`src/rtl/siso_pkg.sv`:
```
// ----------------------------------------------------------------------------
// siso_pkg
// Shared constants, types and helpers for the siso serial delay line.
//   SISO_MAX_DEPTH  : largest supported number of register stages
//   siso_fill_w()   : width of the saturating fill counter for a given depth
//   siso_bit_t      : one stage of the delay line
//   SISO_STAGE_RST  : value every stage takes on reset
// ----------------------------------------------------------------------------
package siso_pkg;

    localparam int SISO_MAX_DEPTH = 64;

    typedef logic siso_bit_t;

    localparam siso_bit_t SISO_STAGE_RST = 1'b0;

    // The counter has to represent 0..depth inclusive, hence depth+1 values.
    function automatic int siso_fill_w(input int depth);
        return $clog2(depth + 1);
    endfunction

endpackage : siso_pkg

```
`src/rtl/siso_stage.sv`:
```
// ----------------------------------------------------------------------------
// siso_stage
// One bit of the delay line: a D flop with synchronous active-high reset.
//   clk  : rising-edge clock
//   rst  : synchronous active-high reset, clears the flop to SISO_STAGE_RST
//   d_i  : data captured on every non-reset rising edge
//   q_o  : registered output
// ----------------------------------------------------------------------------
module siso_stage
    import siso_pkg::*;
(
    input  logic      clk,
    input  logic      rst,
    input  siso_bit_t d_i,
    output siso_bit_t q_o
);

    siso_bit_t q_q;

    // NOTE: sequential state is written with <= so every flop samples the
    // pre-edge value of its neighbour; = here would collapse the chain.
    always_ff @(posedge clk) begin
        if (rst) begin
            q_q <= SISO_STAGE_RST;
        end else begin
            q_q <= d_i;
        end
    end

    assign q_o = q_q;

endmodule : siso_stage

```
`src/rtl/siso.sv`:
```
// ----------------------------------------------------------------------------
// siso
// Serial-in serial-out shift register: a bit sampled on si appears on so
// exactly DEPTH rising edges later. Intended as a fixed bit-delay line or
// retiming stage in bit-serial datapaths.
//   si     : serial data in, sampled every rising edge
//   clk    : single clock, all state updates on the rising edge
//   rst    : synchronous active-high reset; clears stages and fill counter
//   so     : serial data out, straight from the last stage flop
//   primed : high once DEPTH bits have been shifted in since the last reset
//   taps   : parallel view of all stages, taps[i] = stage i
//            (present only when SISO_TAPS_EN is defined)
// Parameters:
//   DEPTH  : number of stages / clocks of delay, 1..SISO_MAX_DEPTH
// Build option:
//   SISO_TAPS_EN : adds the taps output port
// ----------------------------------------------------------------------------
module siso
    import siso_pkg::*;
#(
    parameter int DEPTH = 4
) (
    input  logic             si,
    input  logic             clk,
    input  logic             rst,
    output logic             so,
    output logic             primed
`ifdef SISO_TAPS_EN
    ,
    output logic [DEPTH-1:0] taps
`endif
);

    localparam int FILL_W = siso_fill_w(DEPTH);

    if (DEPTH < 1 || DEPTH > SISO_MAX_DEPTH) begin : g_depth_chk
        $error("siso: DEPTH must be in 1..64");
    end

    // ------------------------------------------------------------------
    // Delay line. stage_q[0] is the newest bit, stage_q[DEPTH-1] the oldest.
    // ------------------------------------------------------------------
    logic [DEPTH-1:0] stage_q;

    // NOTE: every stage is a discrete resettable flop rather than a memory
    // array, because a reset must flush all in-flight bits in one edge.
    for (genvar i = 0; i < DEPTH; i++) begin : g_stage
        if (i == 0) begin : g_head
            siso_stage u_stage (
                .clk (clk),
                .rst (rst),
                .d_i (si),
                .q_o (stage_q[i])
            );
        end else begin : g_body
            siso_stage u_stage (
                .clk (clk),
                .rst (rst),
                .d_i (stage_q[i-1]),
                .q_o (stage_q[i])
            );
        end
    end

    // so comes straight off a flop, so there is no si->so path even at DEPTH=1.
    assign so = stage_q[DEPTH-1];

`ifdef SISO_TAPS_EN
    assign taps = stage_q;
`endif

    // ------------------------------------------------------------------
    // Saturating fill counter: counts post-reset shifts up to DEPTH.
    // ------------------------------------------------------------------
    logic [FILL_W-1:0] fill_q;
    logic [FILL_W-1:0] fill_d;

    // NOTE: fill_d is given its hold value before any condition so every
    // path assigns it and no latch is inferred.
    always_comb begin
        fill_d = fill_q;
        if (fill_q != FILL_W'(DEPTH)) begin
            fill_d = fill_q + 1'b1;
        end
    end

    always_ff @(posedge clk) begin
        if (rst) begin
            fill_q <= '0;
        end else begin
            fill_q <= fill_d;
        end
    end

    // Decoded only from fill_q, so primed is glitch-free relative to si.
    assign primed = (fill_q == FILL_W'(DEPTH));

endmodule : siso

```
`config.mk`:
```
export PLATFORM = sky130hd
export DESIGN_NAME = siso
export DESIGN_NICKNAME = d
export VERILOG_FILES = /design/src/rtl/siso_pkg.sv /design/src/rtl/siso_stage.sv /design/src/rtl/siso.sv
export SDC_FILE = /design/constraint.sdc
export NUM_CORES = 1
export LEC_CHECK = 0
export ABC_AREA = 0
export CAP_MARGIN = 20
export CORE_AREA = 2 2 39 41
export CTS_CLUSTER_SIZE = 8
export DETAILED_ROUTE_END_ITERATION = 8
export DIE_AREA = 0 0 41 43
export MAX_ROUTING_LAYER = met4
export SLEW_MARGIN = 20
export SYNTH_ARGS = -nofsm -noshare
export SYNTH_HDL_FRONTEND = slang
export SYNTH_HIERARCHICAL = 1
export SYNTH_SLANG_ARGS = --single-unit
export TNS_END_PERCENT = 50
```
`constraint.sdc`:
```
create_clock -name clk -period 1.3 [get_ports clk]
set_clock_uncertainty 0.2 [all_clocks]
set_input_delay 0.26 -clock clk [delete_from_list [all_inputs] [get_ports clk]]
set_output_delay 0.26 -clock clk [all_outputs]
set_load 0.05 [all_outputs]
```
==> metrics <==
Fin. Hold Viols=0; routed vias/inst=3.85; routability cong.=0.637; # Post-CTS Setup Buffers=0; Total GRT Usage=8.26%; Critical Path RT=0.84 ns; DPL Wire Length=329 um; placed instance area=430 um2; Mean Syn Cell Area=11.9 um2; Final Instance Area=469 um2; n_diodes=0; Hold WC Path Type=flip-flop to flip-flop; CTS Root Cell=clkbuf_4; final setup fails=1; Max Cap Viol=0; total grt overflow=0; VDD IR max=0.352 mV; TritonCTS buffer count=3; CP Capture Type=primary output; Startpoint Class=flip-flop; unrepaired setup endpoints after global routing=yes; H-tree depth=1; Clk pin slew, worst setup/hold paths=0.05 ns; row count=14; Post-Synthesis Cells=25; worst-skew pair later-pin latency=0.25 ns; die span in x=41 um; Yosys cell types=12; Synth Warn #=6; Tcrit/Tclk final=116%; relative slew slack=91.9%; commonest non-fill, non-tap cell in the layout=dfxtp_1; crit path launch=fill_q[0]; Peak Freq=0.663 GHz; run status=finished with violations; CTS tree=done; Lkg Pwr=0.000200 uW; post-synthesis cell area=297 um2; post-synthesis sequential area ratio=47.3%; P per Cell Area=1200 mW/mm2; I/O Buffers=4; Post-route DRC=0; crit path DAT=1.05 ns; TritonCTS Sinks=7; Net Count, Synth=30; vias in the first global route=223; first-pass GRT wire length=848 um; min Tclk post-route=1.51 ns; initial core utilization=21.4%; register bit total from synthesis=7; DIE HEIGHT=43 um; wire length per cell=8.56 um; filler cell count in the final layout=147; largest net degree at the start of global routing=8; Final TNS setup=-0.209 ns; most frequent cells in the layout=dfxtp_1 (5), nor2b_4 (4), buf_4 (4); Post-Layout Cell Count=54; via count=208; First DRT Iteration DRCs=3; layout cell share with drive strength beyond 1=60.5%; Final nets=44; drt total wl=462 um; violated checks=setup timing; hold path startpoint=g_stage[2].g_body.u_stage/q_o; final setup margin=-0.209 ns; CORE AREA=0.00138 mm2; worst r2r src=fill_q[0]; Area growth syn-to-layout=58.2%; crit path max fanout=2; Worst-Margin Slew=0.121 ns; CTS Buffer Depth=2; Slew Viols, Final=0; Pre-antenna DRT Iters=2; dpl cells=50; IO Pins=5; full die area=0.00176 mm2; Setup CP Type=flip-flop to primary output; Final ANT Viol Nets=0; initial antenna violation count=0
-- sequential cells by signal (all words and copies together), names as in the netlist --
signal / cells
g_stage.g_body.u_stage/q_o: 3
g_stage.g_head.u_stage/q_o: 1
fill_q: 3
-- synth_stat cells --
library cell	count	area [um2]
dfxtp_1	7	140
nor2b_4	4	55.1
a21oi_1	2	10.0
ha_1	2	25.0
inv_1	2	7.51
nand3_1	2	10.0
a21bo_2	1	10.0
a21o_2	1	8.76
and2_2	1	7.51
and3b_1	1	8.76
nor2_1	1	3.75
nor3_2	1	10.0
-- worst max-delay path: stages (launching register included) --
cell	delay, ns
dfxtp_2	0.33
inv_2	0.05
ha_4	0.15
and2_4	0.14
buf_12	0.14
-- where the power goes --
group	switching, uW	leakage (uW)	internal [uW]
sequential	7.49	0.0000581	231
combinational	52.6	0.000126	75.4
clock	80.6	0.0000150	117
-- routing by layer --
metal | GRT usage [%] | vias up | routed length [um]
met3 | 4.71 | 0 | 21
li1 | - | 107 | -
met1 | 8.12 | 98 | 206
met5 | - | - | 0
met4 | 8.00 | 0 | 0
met2 | 10.6 | 3 | 235
-- through the flow --
step                power, uW  setup slack (ns)  hold WS [ns]  util (%)
global placement          358           0.00596         0.236      31.1
floorplan                 301            0.0331         0.124         -
detailed placement        363         0.0000738         0.239      31.1
finish                    565            -0.209         0.244      33.9
global route              610            -0.251         0.262      33.9
CTS                       581            -0.221         0.247      33.9
-- final timing paths --
kind | to | slack, ns | depth (start not counted)
worst max-delay path | primed | -0.21 | 4
worst min-delay path | g_stage[3].g_body.u_stage/q_o | 0.24 | 1
worst max register to register | fill_q[1] | 0.05 | 5
worst min register to register | g_stage[3].g_body.u_stage/q_o | 0.24 | 1
-- layout make-up --
class                   instances  area, um2  share of cell area (%)
multi-input cells              16        163                    34.7
repair buffers                  9        110                    23.5
flip-flops and latches          7        143                    30.4
inverters                       2       7.51                    1.60
well taps                      16       20.0                    4.27
clock buffers                   4       26.3                    5.60
-- cell families after synthesis --
group | Yosys count | share of synthesized area (%)
DFF | 7 | 47.3
adders and majority gates | 2 | 8.44
buffers and inverters | 2 | 2.53
AOI/OAI and AO/OA | 4 | 9.71
and+or+nand+nor | 10 | 32.1
-- what timing repair did --
item | 4_1_cts | 5_1_grt
hold buffers | 0 | 0
pin swaps | 2 | 0
resized for setup | 5 | 0
setup endpoints to repair | 1 | 1
Power figures use the tool's default switching activity.
